## src/rtl/vma_seq_pkg.sv

```systemverilog
// Shared types for the VMA sequencer: operation codes, VMAX sources, FSM states
// and the registered strobe bundle driven toward the VMA board.
package vma_seq_pkg;

  localparam int unsigned DefaultTimeout = 64;
  localparam int unsigned DefaultCntW    = 8;

  typedef enum logic [2:0] {
    OpNop       = 3'd0,
    OpLoadAd    = 3'd1,
    OpLoadMagic = 3'd2,
    OpInc       = 3'd3,
    OpLoadPc    = 3'd4,
    OpRestore   = 3'd5
  } vma_op_t;

  typedef enum logic [1:0] {
    VMAX_VMA  = 2'd0,
    VMAX_PC   = 2'd1,
    VMAX_PREV = 2'd2,
    VMAX_AD   = 2'd3
  } vmax_src_t;

  typedef enum logic [2:0] {
    StIdle  = 3'd0,
    StExec  = 3'd1,
    StStart = 3'd2,
    StWait  = 3'd3,
    StFault = 3'd4
  } state_t;

  typedef struct packed {
    logic       vma_load;
    logic       vma_inc;
    logic       vma_ad;
    logic       vma_magic;
    logic [1:0] vmax_sel;
    logic       load_pc;
    logic       load_held;
    logic       sel_held;
    logic       mem_start;
    logic       busy;
  } strobes_t;

  localparam strobes_t StrobesOff = '0;

  // Strobes shown during EXEC for a given operation; unknown codes act as NOP.
  function automatic strobes_t decode_op(vma_op_t op, logic [1:0] vmax);
    strobes_t s;
    s          = StrobesOff;
    s.vmax_sel = vmax;
    case (op)
      OpLoadAd: begin
        s.vma_load = 1'b1;
        s.vma_ad   = 1'b1;
      end
      OpLoadMagic: begin
        s.vma_load  = 1'b1;
        s.vma_magic = 1'b1;
      end
      OpInc:     s.vma_inc = 1'b1;
      OpLoadPc:  s.load_pc = 1'b1;
      OpRestore: begin
        s.sel_held = 1'b1;
        s.vma_load = 1'b1;
      end
      default: ;
    endcase
    return s;
  endfunction

endpackage

```

## src/rtl/vma_ref_timer.sv

```systemverilog
// Reference watchdog: loadable up-counter with enable that stops at its terminal
// count, so it can never wrap while a reference is outstanding.
module vma_ref_timer #(
  parameter int unsigned CNT_W    = 8,
  parameter int unsigned TERMINAL = 63
) (
  input  logic             clk,
  input  logic             reset,
  input  logic             load,
  input  logic [CNT_W-1:0] load_val,
  input  logic             en,
  output logic             tc
);

  localparam logic [CNT_W-1:0] TermCount = CNT_W'(TERMINAL);

  logic [CNT_W-1:0] count_q;

  always_ff @(posedge clk) begin
    if (reset) begin
      count_q <= '0;
    end else if (load) begin
      count_q <= load_val;
    end else if (en && !tc) begin
      count_q <= count_q + 1'b1;
    end
  end

  assign tc = (count_q == TermCount);

endmodule

```

## src/rtl/vma_seq.sv

```systemverilog
// VMA sequencer/arbiter: grants one trap or microcode op per cycle, drives the
// registered VMA strobes and watches the resulting memory reference.
module vma_seq
  import vma_seq_pkg::*;
#(
  parameter int unsigned TIMEOUT = DefaultTimeout,
  parameter int unsigned CNT_W   = DefaultCntW
) (
  input  logic       clk,
  input  logic       reset,
  input  logic       uc_req,
  input  logic [2:0] uc_op,
  input  logic       uc_mem,
  input  logic [1:0] uc_vmax,
  input  logic       trap_req,
  input  logic       mem_done,
  input  logic       page_fail,
  output logic       uc_ack,
  output logic       trap_ack,
  output logic       vma_load,
  output logic       vma_inc,
  output logic       vma_ad,
  output logic       vma_magic,
  output logic [1:0] vmax_sel,
  output logic       load_pc,
  output logic       load_held,
  output logic       sel_held,
  output logic       mem_start,
  output logic       busy,
  output logic       timeout
);

  state_t   state_q, state_d;
  logic     mem_q, mem_d;
  logic     timeout_q, timeout_d;
  strobes_t strb_q, strb_d;
  logic     tmr_load, tmr_en, tmr_tc;

  vma_ref_timer #(
    .CNT_W    (CNT_W),
    .TERMINAL (TIMEOUT - 1)
  ) u_timer (
    .clk      (clk),
    .reset    (reset),
    .load     (tmr_load),
    .load_val ({CNT_W{1'b0}}),
    .en       (tmr_en),
    .tc       (tmr_tc)
  );

  // Strobes are computed for the state being entered so that the output flops
  // present them exactly during that state.
  always_comb begin
    state_d   = state_q;
    mem_d     = mem_q;
    timeout_d = timeout_q;
    strb_d    = StrobesOff;
    uc_ack    = 1'b0;
    trap_ack  = 1'b0;
    tmr_load  = 1'b0;
    tmr_en    = 1'b0;

    unique case (state_q)
      StIdle: begin
        if (!reset) begin
          if (trap_req) begin
            trap_ack = 1'b1;
            mem_d    = 1'b1;
            strb_d   = decode_op(OpLoadMagic, VMAX_VMA);
            state_d  = StExec;
          end else if (uc_req) begin
            uc_ack    = 1'b1;
            mem_d     = uc_mem;
            timeout_d = 1'b0;
            strb_d    = decode_op(vma_op_t'(uc_op), uc_vmax);
            state_d   = StExec;
          end
        end
      end
      StExec: begin
        if (mem_q) begin
          strb_d.mem_start = 1'b1;
          strb_d.load_held = 1'b1;
          strb_d.busy      = 1'b1;
          state_d          = StStart;
        end else begin
          state_d = StIdle;
        end
      end
      StStart: begin
        tmr_load    = 1'b1;
        strb_d.busy = 1'b1;
        state_d     = StWait;
      end
      StWait: begin
        tmr_en = 1'b1;
        if (page_fail) begin
          strb_d.sel_held = 1'b1;
          strb_d.vma_load = 1'b1;
          strb_d.busy     = 1'b1;
          state_d         = StFault;
        end else if (mem_done) begin
          state_d = StIdle;
        end else if (tmr_tc) begin
          timeout_d = 1'b1;
          state_d   = StIdle;
        end else begin
          strb_d.busy = 1'b1;
        end
      end
      StFault: state_d = StIdle;
      default: state_d = StIdle;
    endcase
  end

  always_ff @(posedge clk) begin
    if (reset) begin
      state_q   <= StIdle;
      mem_q     <= 1'b0;
      timeout_q <= 1'b0;
      strb_q    <= StrobesOff;
    end else begin
      state_q   <= state_d;
      mem_q     <= mem_d;
      timeout_q <= timeout_d;
      strb_q    <= strb_d;
    end
  end

  assign vma_load  = strb_q.vma_load;
  assign vma_inc   = strb_q.vma_inc;
  assign vma_ad    = strb_q.vma_ad;
  assign vma_magic = strb_q.vma_magic;
  assign vmax_sel  = strb_q.vmax_sel;
  assign load_pc   = strb_q.load_pc;
  assign load_held = strb_q.load_held;
  assign sel_held  = strb_q.sel_held;
  assign mem_start = strb_q.mem_start;
  assign busy      = strb_q.busy;
  assign timeout   = timeout_q;

endmodule
```

## config.mk

```make
export PLATFORM = sky130hd
export DESIGN_NAME = vma_seq
export DESIGN_NICKNAME = d
export VERILOG_FILES = /design/src/rtl/vma_seq_pkg.sv /design/src/rtl/vma_ref_timer.sv /design/src/rtl/vma_seq.sv
export SDC_FILE = /design/constraint.sdc
export NUM_CORES = 1
export LEC_CHECK = 0
export BUFFER_PORTS_ARGS = -buffer_cell sky130_fd_sc_hd__buf_4
export CAP_MARGIN = 40
export CORE_MARGIN = 3
export CORE_UTILIZATION = 56
export DETAILED_ROUTE_END_ITERATION = 8
export GPL_ROUTABILITY_DRIVEN = 0
export PLACE_DENSITY = 0.82
export SLEW_MARGIN = 20
export SYNTH_ARGS = -nofsm -noshare
export SYNTH_HDL_FRONTEND = slang
export SYNTH_SLANG_ARGS = --single-unit
```

## constraint.sdc

```tcl
create_clock -name clk -period 4.65 [get_ports clk]
set_clock_uncertainty 0.2 [all_clocks]
set_input_delay 0.93 -clock clk [delete_from_list [all_inputs] [get_ports clk]]
set_output_delay 0.93 -clock clk [all_outputs]
set_load 0.02 [all_outputs]
```

==> summary.txt <==
Hold Path End: timeout
Ys Warns: 0
H-tree depth: 1
Max Clk Rate: 0.339 GHz
Worst Hold Class: register to register
Worst-Margin Slew: 0.418 ns
#FFs+latches synth: 23
Initial DRC Count: 17
RSZ-0062 raised after global routing: no
area fraction in and, or, nand and nor cells after synthesis: 33.0%
slowest cell on the critical path: or4_4
post-synthesis compound-gate area fraction: 15.4%
Root Buffer: clkbuf_4
gr usage total: 18.9%
CTS tree: yes
via count: 983
register area share after synthesis: 39.3%
Reg clk slew, reported paths: 0.12 ns
layout cells sized above 1: 28.0%
die width: 51.7 um
HPWL Detailed: 1700 um
number of flops mapped to enable cells by yosys: 0
CTS Sinks: 23
Top reg by flops: u_timer.count_q
internal power: 262 uW
area grow syn2layout: 15.4%
first-pass GRT wire length: 3910 um
Initial Util: 63.7%
Row Count: 15
Top cell by count, worst path: buf_4
critical path fanouts, max: 20
Crit path buffers/inverters: 2
Net Sw Power: 93.7 uW
Synth Area in XOR/XNOR: 0%
core box area: 1840 um2
sw frac: 26.4%
antenna violations before repair: 0
syn nets: 137
Slew HR: 72.1%
part of the power in the clock network: 25.9%
Mean Syn Cell Area: 9.44 um2
adder-cell share of the synthesized area: 1.07%
ys flop type: dfxtp_1
CTS resizes: 0
outcome: finished, final reports clean
Period Utilization, post-route: 63.4%
Slew Viols, Final: 0
Netlist Area Pre-Place: 1170 um2
asr flop ratio synth: 0%
mux share of post-synthesis cell area: 4.27%
IO buf count: 25
Overflow after GRT: 0
Die ar.: 2680 um2
critical path's largest stage delay: 0.44 ns
Setup Slack @ Placement: 1.70 ns
n_diodes: 0
Setup CP Type: input pin to output port
Reg2Reg Setup Slack: 2.79 ns
Max VDD drop: 0.000189 V
cts hold-fix bufs: 0
Num CTS Buffers: 3
average wire per standard cell: 13.5 um
Multi-input gate area: 629 um2
Sequential Area: 460 um2
vias per inst: 5.85
worst r2r src: u_timer.count_q[0]
DR pass1 iterations: 4
max_cap viols: 0
P_leak: 0.000559 uW
Largest delay share family, worst path: simple AND/OR/NAND/NOR gates
combinational share of power: 15.0%
Worst Reg2Reg Path Length in Cells: 4
# IOs: 26
Worst EP required: 3.52 ns
drt drc: 0
PD cells: 263 nW/um2
final net count: 157
final setup TNS: 0 ns
Largest register FFs: 8
worst-skew pair later-pin latency: 0.31 ns
vias in the first global route: 851
Arr. time, crit path: 1.82 ns
number of routed nets with antenna violations: 0
Yosys cell types: 43
Clock Path Buffers: 2
hold path cells: 2
cells after synthesis: 124
critical path endpoint category: output port
Fillers: 147
final WL: 2270 um
Core Util, Final: 73.5%
hold wc startpoint: timeout
Final Hold Viols: 0
main combinational cell family by area after synthesis: simple AND/OR/NAND/NOR gates
CP Launch Type: input pin
final worst setup slack: 1.70 ns
post-CTS setup buffers: 0
setup violators final: 0
sequential share of power: 59.1%
largest net degree at the start of global routing: 21
Power, Total: 355 uW
Die Y: 51.7 um
Final min period: 2.95 ns
Cell Chain, Critical Path: buf_4, or4_4, nor2_2, buf_4
worst reg2reg endpoint: state_q[0]
[cell usage in the layout, fill, tap and decap left out, drive strengths merged, types with 3 or more instances in the layout]
cell / instances
a211oi: 5
a21oi: 7
and3: 4
buf: 25
clkbuf: 3
dfxtp: 23
inv: 4
mux2i: 5
nand2b: 6
nand3: 4
nand3b: 8
nor2: 6
nor4: 3
o21ai: 3
o31ai: 4
or3b: 5
or4: 3
[synth_stat cells (4+ instances only)]
cell / number / area share, %
dfxtp_1: 23 / 39
a21oi_1: 7 / 3.0
nand3b_1: 7 / 4.5
nand2b_1: 6 / 3.2
a211oi_1: 5 / 3.2
buf_4: 5 / 3.2
mux2i_1: 5 / 4.3
nor2_1: 5 / 1.6
or3b_2: 5 / 3.7
and3_1: 4 / 2.1
inv_1: 4 / 1.3
nand3_1: 4 / 1.7
o31ai_1: 4 / 2.6
[metrics by stage]
stage | hold slack [ns] | instances | instance area [um2]
after floorplan | 0.249 | 124 | 1170
after global placement | 0.277 | 164 | 1320
after detailed placement | 0.285 | 164 | 1320
after CTS | 0.307 | 168 | 1350
after global routing | 0.342 | 168 | 1350
final | 0.302 | 168 | 1350
[power groups by stage]
stage | combinational, uW | sequential (uW) | clock (uW)
final | 53.3 | 210 | 92.1
after global routing | 58.7 | 211 | 102
after CTS | 53.3 | 210 | 94.6
after detailed placement | 52.9 | 214 | 0
after global placement | 52.1 | 214 | 0
after floorplan | 35.0 | 214 | 0
[how the worst max path moves through the flow]
stage / from / endpoint / slack [ns] / cells past startpoint
5_1_grt: reset / uc_ack / 1.64 / 4
2_1_floorplan: reset / trap_ack / 1.92 / 3
3_5_place_dp: reset / uc_ack / 1.70 / 4
4_1_cts: reset / uc_ack / 1.70 / 4
6_report: reset / uc_ack / 1.70 / 4
3_3_place_gp: reset / uc_ack / 1.70 / 4
[cells by family after synthesis]
| kind of cell | Yosys count |
|---|---|
| muxes | 5 |
| adders and majority gates | 1 |
| AOI/OAI and AO/OA | 26 |
| buffers and inverters | 14 |
| and+or+nand+nor | 55 |
| DFF | 23 |
[worst min-delay path, stage by stage (launching register included)]
cell	delay (ns)
dfxtp_1	0.34
o31ai_1	0.06
a21oi_1	0.06
[area by class of cell]
type | instances | area share [%]
clock buffer | 3 | 1.67
clock inverter | 1 | 0.370
inverter | 4 | 1.11
multi-input combinational | 87 | 46.6
sequential | 23 | 34.1
tap | 25 | 2.31
timing repair buffer | 25 | 13.9
[per-layer routing]
| layer | vias up | global-route usage, % | wire length, um |
|---|---|---|---|
| li1 | 499 | - | - |
| met1 | 452 | 29.5 | 1130 |
| met2 | 30 | 26.7 | 987 |
| met3 | 2 | 2.58 | 137 |
| met4 | 0 | 5.24 | 16 |
| met5 | - | 0 | 0 |
(Power assumes the default switching activity.)
